`src/rtl/wb_stage_pkg.sv`:
```
// -----------------------------------------------------------------------------
// wb_stage_pkg
// Shared definitions for the write-back stage and any logic that needs the
// same write-back control decode (e.g. hazard detection in ID).
//   OP_RTYPE / OP_LW : opcodes that write the register file
//   REG_ZERO         : hardwired-zero register address
//   wb_ctrl_t        : decoded write-back control bundle
// Optional feature macro used by wb_stage: WB_FWD_EN (write bypass to ID).
// -----------------------------------------------------------------------------
package wb_stage_pkg;

    localparam logic [5:0] OP_RTYPE = 6'b000000;
    localparam logic [5:0] OP_LW    = 6'b100011;
    localparam logic [4:0] REG_ZERO = 5'd0;

    typedef struct packed {
        logic reg_dst;     // 1: destination is rd (inst[15:11]), 0: rt (inst[20:16])
        logic reg_wr;      // instruction writes the register file
        logic mem_to_reg;  // 1: write load data, 0: write ALU result
    } wb_ctrl_t;

    localparam wb_ctrl_t WB_CTRL_NONE = '{reg_dst: 1'b0, reg_wr: 1'b0, mem_to_reg: 1'b0};

endpackage : wb_stage_pkg

```
`src/rtl/wb_stage_ctrl_dec.sv`:
```
// -----------------------------------------------------------------------------
// wb_ctrl_dec
// Purely combinational opcode -> write-back control decode. Kept as its own
// module so hazard logic can instantiate the identical decode.
// Ports:
//   opcode : in  [5:0]     instruction bits [31:26]
//   ctrl   : out wb_ctrl_t {reg_dst, reg_wr, mem_to_reg}
// -----------------------------------------------------------------------------
module wb_ctrl_dec
    import wb_stage_pkg::*;
(
    input  logic [5:0] opcode,
    output wb_ctrl_t   ctrl
);

    always_comb begin
        ctrl = WB_CTRL_NONE;
        unique case (opcode)
            OP_RTYPE: begin
                ctrl.reg_dst    = 1'b1;
                ctrl.reg_wr     = 1'b1;
                ctrl.mem_to_reg = 1'b0;
            end
            OP_LW: begin
                ctrl.reg_dst    = 1'b0;
                ctrl.reg_wr     = 1'b1;
                ctrl.mem_to_reg = 1'b1;
            end
            default: ctrl = WB_CTRL_NONE;
        endcase
    end

endmodule : wb_ctrl_dec

```
`src/rtl/wb_stage.sv`:
```
// -----------------------------------------------------------------------------
// wb_stage
// Write-back stage: MEM/WB pipeline register plus register-file write port and
// a retired-instruction counter.
// Parameters: DATA_W (datapath width), CNT_W (retire counter width).
// Ports:
//   clk, rst_n                 : clock, asynchronous active-low reset
//   mem_valid, mem_inst,
//   mem_alu_result, mem_rdata  : instruction leaving MEM
//   wb_stall                   : hold MEM/WB contents
//   wb_flush                   : load a bubble (wins over stall)
//   rf_we, rf_waddr, rf_wdata  : register-file write port (combinational
//                                from the MEM/WB register)
//   wb_valid                   : WB holds a real instruction
//   retire_cnt                 : instructions retired since reset (wraps)
//   fwd_valid/addr/data        : previous-cycle write, for ID bypass
//                                (only when WB_FWD_EN is defined)
// Optional feature macro: WB_FWD_EN.
// -----------------------------------------------------------------------------
module wb_stage
    import wb_stage_pkg::*;
#(
    parameter int DATA_W = 32,
    parameter int CNT_W  = 32
) (
    input  logic              clk,
    input  logic              rst_n,
    input  logic              mem_valid,
    input  logic [31:0]       mem_inst,
    input  logic [DATA_W-1:0] mem_alu_result,
    input  logic [DATA_W-1:0] mem_rdata,
    input  logic              wb_stall,
    input  logic              wb_flush,
    output logic              rf_we,
    output logic [4:0]        rf_waddr,
    output logic [DATA_W-1:0] rf_wdata,
    output logic              wb_valid,
`ifdef WB_FWD_EN
    output logic              fwd_valid,
    output logic [4:0]        fwd_addr,
    output logic [DATA_W-1:0] fwd_data,
`endif
    output logic [CNT_W-1:0]  retire_cnt
);

    logic              valid_q,      valid_d;
    logic [31:0]       inst_q,       inst_d;
    logic [DATA_W-1:0] alu_result_q, alu_result_d;
    logic [DATA_W-1:0] rdata_q,      rdata_d;
    logic [CNT_W-1:0]  retire_cnt_q, retire_cnt_d;
    logic              retire;
    wb_ctrl_t          ctrl;

    // ------------------------------------------------------------------
    // MEM/WB register next state: flush > stall > load
    // ------------------------------------------------------------------
    always_comb begin
        valid_d      = valid_q;
        inst_d       = inst_q;
        alu_result_d = alu_result_q;
        rdata_d      = rdata_q;
        if (wb_flush) begin
            valid_d      = 1'b0;
            inst_d       = '0;
            alu_result_d = '0;
            rdata_d      = '0;
        end else if (!wb_stall) begin
            valid_d      = mem_valid;
            inst_d       = mem_inst;
            alu_result_d = mem_alu_result;
            rdata_d      = mem_rdata;
        end
    end

    // An instruction retires when it leaves WB: either it is not held, or a
    // flush pushes it out even while a stall is requested.
    assign retire = valid_q & (~wb_stall | wb_flush);

    always_comb begin
        retire_cnt_d = retire_cnt_q;
        if (retire) begin
            retire_cnt_d = retire_cnt_q + CNT_W'(1);
        end
    end

    always_ff @(posedge clk or negedge rst_n) begin
        if (!rst_n) begin
            valid_q      <= 1'b0;
            inst_q       <= '0;
            alu_result_q <= '0;
            rdata_q      <= '0;
            retire_cnt_q <= '0;
        end else begin
            valid_q      <= valid_d;
            inst_q       <= inst_d;
            alu_result_q <= alu_result_d;
            rdata_q      <= rdata_d;
            retire_cnt_q <= retire_cnt_d;
        end
    end

    // ------------------------------------------------------------------
    // Write-back decode and register-file write port
    // ------------------------------------------------------------------
    wb_ctrl_dec u_ctrl_dec (
        .opcode (inst_q[31:26]),
        .ctrl   (ctrl)
    );

    assign rf_waddr   = ctrl.reg_dst ? inst_q[15:11] : inst_q[20:16];
    assign rf_wdata   = ctrl.mem_to_reg ? rdata_q : alu_result_q;
    assign rf_we      = valid_q & ctrl.reg_wr & (rf_waddr != REG_ZERO);
    assign wb_valid   = valid_q;
    assign retire_cnt = retire_cnt_q;

    // rs and funct/shamt fields are carried in the register but not needed here.
    logic unused_inst_bits;
    assign unused_inst_bits = ^{inst_q[25:21], inst_q[10:0]};

`ifdef WB_FWD_EN
    // ------------------------------------------------------------------
    // One-deep bypass of the write just performed. Captures every edge,
    // including stalls, so ID sees the write even if its RF read happened
    // before the write landed.
    // ------------------------------------------------------------------
    logic              fwd_valid_q, fwd_valid_d;
    logic [4:0]        fwd_addr_q,  fwd_addr_d;
    logic [DATA_W-1:0] fwd_data_q,  fwd_data_d;

    always_comb begin
        fwd_valid_d = rf_we & ~wb_flush;
        fwd_addr_d  = rf_waddr;
        fwd_data_d  = rf_wdata;
    end

    always_ff @(posedge clk or negedge rst_n) begin
        if (!rst_n) begin
            fwd_valid_q <= 1'b0;
            fwd_addr_q  <= '0;
            fwd_data_q  <= '0;
        end else begin
            fwd_valid_q <= fwd_valid_d;
            fwd_addr_q  <= fwd_addr_d;
            fwd_data_q  <= fwd_data_d;
        end
    end

    assign fwd_valid = fwd_valid_q;
    assign fwd_addr  = fwd_addr_q;
    assign fwd_data  = fwd_data_q;
`endif

endmodule : wb_stage

```
`config.mk`:
```
export PLATFORM = sky130hd
export DESIGN_NAME = wb_stage
export DESIGN_NICKNAME = d
export VERILOG_FILES = /design/src/rtl/wb_stage_pkg.sv /design/src/rtl/wb_stage_ctrl_dec.sv /design/src/rtl/wb_stage.sv
export SDC_FILE = /design/constraint.sdc
export NUM_CORES = 1
export LEC_CHECK = 0
export ABC_CLOCK_PERIOD_IN_PS = 3900
export CORE_UTILIZATION = 30
export DETAILED_ROUTE_END_ITERATION = 12
export PLACE_DENSITY = 0.63
export SYNTH_ARGS = -nofsm -noshare
export SYNTH_HDL_FRONTEND = slang
export SYNTH_HIERARCHICAL = 1
export SYNTH_SLANG_ARGS = --single-unit
```
`constraint.sdc`:
```
create_clock -name clk -period 3.9 [get_ports clk]
set_input_delay 1.17 -clock clk [delete_from_list [all_inputs] [get_ports clk]]
set_output_delay 1.17 -clock clk [all_outputs]
set_load 0.1 [all_outputs]
```
* Word-level counts from Yosys, hierarchy flattened
Index checks and enable logic that the tools add are counted.
** Operators by class
- Bitwise operators :: 5
- Eq/ne operators :: 2
- Reductions and logical operators :: 2
- Add/sub/neg operators :: 1
- Multiplexer cells :: 11
** Operator list (number)
- 32-bit two-way mux :: 7
- 32-bit by 1-bit adder with 32-bit output, second input constant :: 1
- 6-bit == test, second input constant :: 1
- 6-bit logical NOT :: 1
- 3-bit case mux with 2 select lines :: 1
- 5-bit two-way mux :: 1
- 5-bit nonzero test :: 1
- 1-bit bitwise AND :: 3
- 1-bit two-way mux :: 2
- 2-bit by 1-bit inequality test with 1-bit output, second input constant :: 1
- 1-bit NOT :: 1
- 1-bit bitwise OR :: 1
** Storage, ports and cells
- Logic and storage cells :: 26
- Bits of input ports :: 101
- Bits in registers :: 129

* Longest topological paths before layout
- Word-level depth :: 5
- Mapped depth :: 6
- Depth with buffers taken out :: 5

* Cells and area by module
The synthesis kept the hierarchy.
** Modules (own cells, without submodules)
- wb_stage :: times used 1, cells an instance 444, area an instance 5240.0 um^2
- wb_ctrl_dec :: times used 1, cells an instance 6, area an instance 43.8 um^2

* Least setup slack after synthesis
OpenSTA, ideal clock, no wires.
- Path kind :: register to output
- Start :: reg inst_q[30]
- End :: out rf_we
- Buffers on the path :: 0
- Path slack :: 0.037 ns
- Arrival :: 2.693 ns
- Stages on the path, launching flop included :: 6
- Data required time :: 2.730 ns
- Path through :: dfrtp_1 -> or3_4 -> nor2_1 -> mux2_2 -> or3_1 -> o311a_1
** RTL lines
- start, declared :: line wb_stage.sv:47 : logic [31:0] inst_q, inst_d;
- start signal, assigned :: line wb_stage.sv:95 : inst_q <= inst_d;
- end, declared :: line wb_stage.sv:34 : output logic rf_we,

==> flow_summary.json <==
{
  "netlist_instances": 450,
  "initial_utilization_pct": 30.7,
  "critPathMaxFanout": 5,
  "global_route.usage.total_pct": 15.2,
  "die_x_um": 135,
  "yosys_warnings": 6,
  "finalNetCount": 706,
  "cts_max_level": 4,
  "critical_path.startpoint_type": "flip-flop",
  "place.detailed.hpwl_mm": 8.96,
  "cts-root-to-sink-buffers": 2,
  "detail_route.wl_per_cell_um": 15.5,
  "numPortBuffers": 155,
  "design.core.area_um2": 17200,
  "kind_of_capture_point_of_the_worst_setup_path": "primary output",
  "outcome": "finished clean",
  "syn_area_per_cell_um2": 11.7,
  "grt_start_max_net_pins": 82,
  "layout_worst_path_cycle_share_pct": 98.3,
  "antenna_violating_nets_post_route": 0,
  "post_cts_buffers": 0,
  "synth.ff_latch_count": 113,
  "route.final.wire_length_mm": 13.1,
  "min_delay_path_depth": 1,
  "finalCoreUtilization_pct": 43.7,
  "antenna_cells_inserted": 0,
  "fin_skew_ns": 0.00800,
  "net_count_synth": 552,
  "insertion_delay_ns": 0.41,
  "timing.setup.critical_path_class": "flip-flop to primary output",
  "synth.cell_area_um2": 5280,
  "grt_setup_unrepaired": "false",
  "layout_min_cycle_time_ns": 3.83,
  "cellLeakagePower_nw": 3.68,
  "floorplan.io_pins": 172,
  "synth.yosys.seq_area_share_pct": 53.5,
  "synth_top_area_cell": "dfrtp_1",
  "grt_antenna_before_repair": 0,
  "holdCritPathClass": "flip-flop to flip-flop",
  "most_frequently_used_cell_type_in_the_post_synthesis_netlist": "dfrtp_1",
  "first_global_vias": 4213,
  "relSlewSlack_pct": 36.0,
  "tightest_slew_ns": 0.957,
  "maximum_vdd_ir_drop_mv": 0.283,
  "synth_edf_count": 0,
  "area_delta_synth_final_pct": 42.6,
  "cts_tree": "done",
  "synth.area.top_cells": "dfrtp_1 54%, mux2i_1 15%, mux2_2 8.1%",
  "ys_async_sr_fraction_pct": 100,
  "cp_required_ns": 2.73,
  "synth_ff_type": "dfrtp_1",
  "synth_cell_types": 31,
  "cts_num_sinks": 113,
  "finalHoldViolCount": 0,
  "cts-buffers-inserted": 17,
  "num_vias": 3921,
  "pwr_density_cell_nw_per_um2": 490,
  "setup-tns-final_ns": 0,
  "achievable-frequency_mhz": 261,
  "detailedRoute.firstIterationViolations": 111,
  "layout_cells_sized_above_1_pct": 25.9,
  "gr-total-overflow": 0,
  "timing.max_cap.violations": 0,
  "cts.reportedPaths.clkPinSlew_ns": 0.05,
  "netlist_top_cells_count": "113 x dfrtp_1, 88 x nor2_1, 81 x mux2i_1",
  "setup.reg_to_reg.worst_slack_ns": 1.66,
  "drc": 0,
  "fp.dieArea_um2": 18100,
  "critPathArrivalTime_ns": 2.66,
  "grt_first_pass_wirelength_mm": 21.5,
  "detailedRoute.firstPassIterationCount": 4,
  "synth_largest_type_area_fraction_pct": 53.5,
  "r2r_cells": 4,
  "clockRootBuffer": "clkbuf_16",
  "place.gp.congestion": 0.759,
  "die-height_um": 135,
  "std_cell_rows": 48,
  "report.final.setup_viol": 0,
  "maxSlewViolCount": 0,
  "via_per_inst": 4.66
}
[power breakdown]
group          switching [mW]  total [mW]  internal, mW
combinational           0.535       0.777         0.241
sequential             0.0629        1.31          1.25
clock                   0.534        1.60          1.07
total                    1.13        3.69          2.56
[layout make-up]
cell class	instances	area, um^2
well taps	225	282
clock inverters	9	129
fillers	1619	9700
inverters	4	15.0
clock buffers	23	488
repair buffers	160	1440
flip-flops and latches	113	2830
multi-input cells	308	2350
[cell families after synthesis]
| family | Yosys count | synth area share, % |
|---|---|---|
| and+or+nand+nor | 155 | 15.1 |
| muxes | 119 | 23.4 |
| DFF | 113 | 53.5 |
| xor gates and xnor gates | 31 | 5.14 |
| buffers and inverters | 29 | 2.23 |
| AOI/OAI and AO/OA | 2 | 0.355 |
| adders and majority gates | 1 | 0.237 |
[worst max-delay path, cell delays in order, from the launching register on]
cell and delay [ns]:
dfrtp_1 0.39, or3_4 0.42, nor2_4 0.20, mux2_2 0.37, or3_1 0.37, o311a_1 0.33
buf_12 0.18
[state kept, by name (all words and copies together), names as in the netlist]
register,flops
rdata_q,32
alu_result_q,32
retire_cnt,32
inst_q,16
wb_valid,1
[per-stage QoR]
stage | std cells | hold slack, ns | setup WS, ns | instance area, um^2 | total power [mW]
after floorplan | 450 | 0.484 | 0.0373 | 5280 | 1.86
after global placement | 810 | 0.458 | 0.326 | 6910 | 2.10
after detailed placement | 810 | 0.464 | 0.288 | 6910 | 2.11
after CTS | 842 | 0.471 | 0.0270 | 7540 | 3.75
after global routing | 842 | 0.495 | 0.0132 | 7540 | 3.85
final | 842 | 0.467 | 0.0673 | 7540 | 3.69
[worst paths after layout]
path / end / start
worst max-delay path: rf_we / inst_q[27]
worst min-delay path: retire_cnt[31] / retire_cnt[31]
worst max register to register: retire_cnt[22] / retire_cnt[8]
worst min register to register: retire_cnt[31] / retire_cnt[31]
max in group asynchronous: retire_cnt[17] / rst_n
min in group asynchronous: retire_cnt[4] / rst_n
[cell usage in the layout, fill, tap and decap left out, types with 2 or more instances in the layout]
| master | n |
|---|---|
| clkbuf_1 | 2 |
| clkinvlp_4 | 2 |
| and4_1 | 4 |
| nand2_1 | 9 |
| and2_1 | 3 |
| or3_4 | 2 |
| mux2i_1 | 81 |
| nand4_1 | 11 |
| clkinv_2 | 3 |
| nor2_4 | 2 |
| clkdlybuf4s50_1 | 82 |
| buf_12 | 3 |
| clkbuf_16 | 17 |
| mux2_2 | 38 |
| buf_4 | 74 |
| bufinv_16 | 3 |
| dfrtp_1 | 113 |
| nor4_1 | 7 |
| nand3_1 | 10 |
| xnor2_1 | 12 |
| nor3_1 | 3 |
| nor2_1 | 86 |
| xor2_1 | 19 |
| or4b_4 | 2 |
| nor4_2 | 5 |
| inv_1 | 4 |
| and3_1 | 5 |
| clkbuf_8 | 4 |
[per-layer routing]
| layer | up-vias | routed length, um | share of wire [%] | global-route usage, % |
|---|---|---|---|---|
| met5 | - | 0 | 0 | 0 |
| met4 | 0 | 164 | 1.3 | 6.12 |
| met3 | 12 | 807 | 6.2 | 5.14 |
| met2 | 101 | 6490 | 50 | 24.7 |
| met1 | 1931 | 5600 | 43 | 18.4 |
| li1 | 1877 | - | - | - |
[repair_timing]
item,in CTS,in global routing
hold buffers,0,0
cloned,0,0
resized for setup,2,0
pin swaps,0,1
endpoints found under the setup margin,1,1
Note: power is estimated with default switching activity, not from simulation.
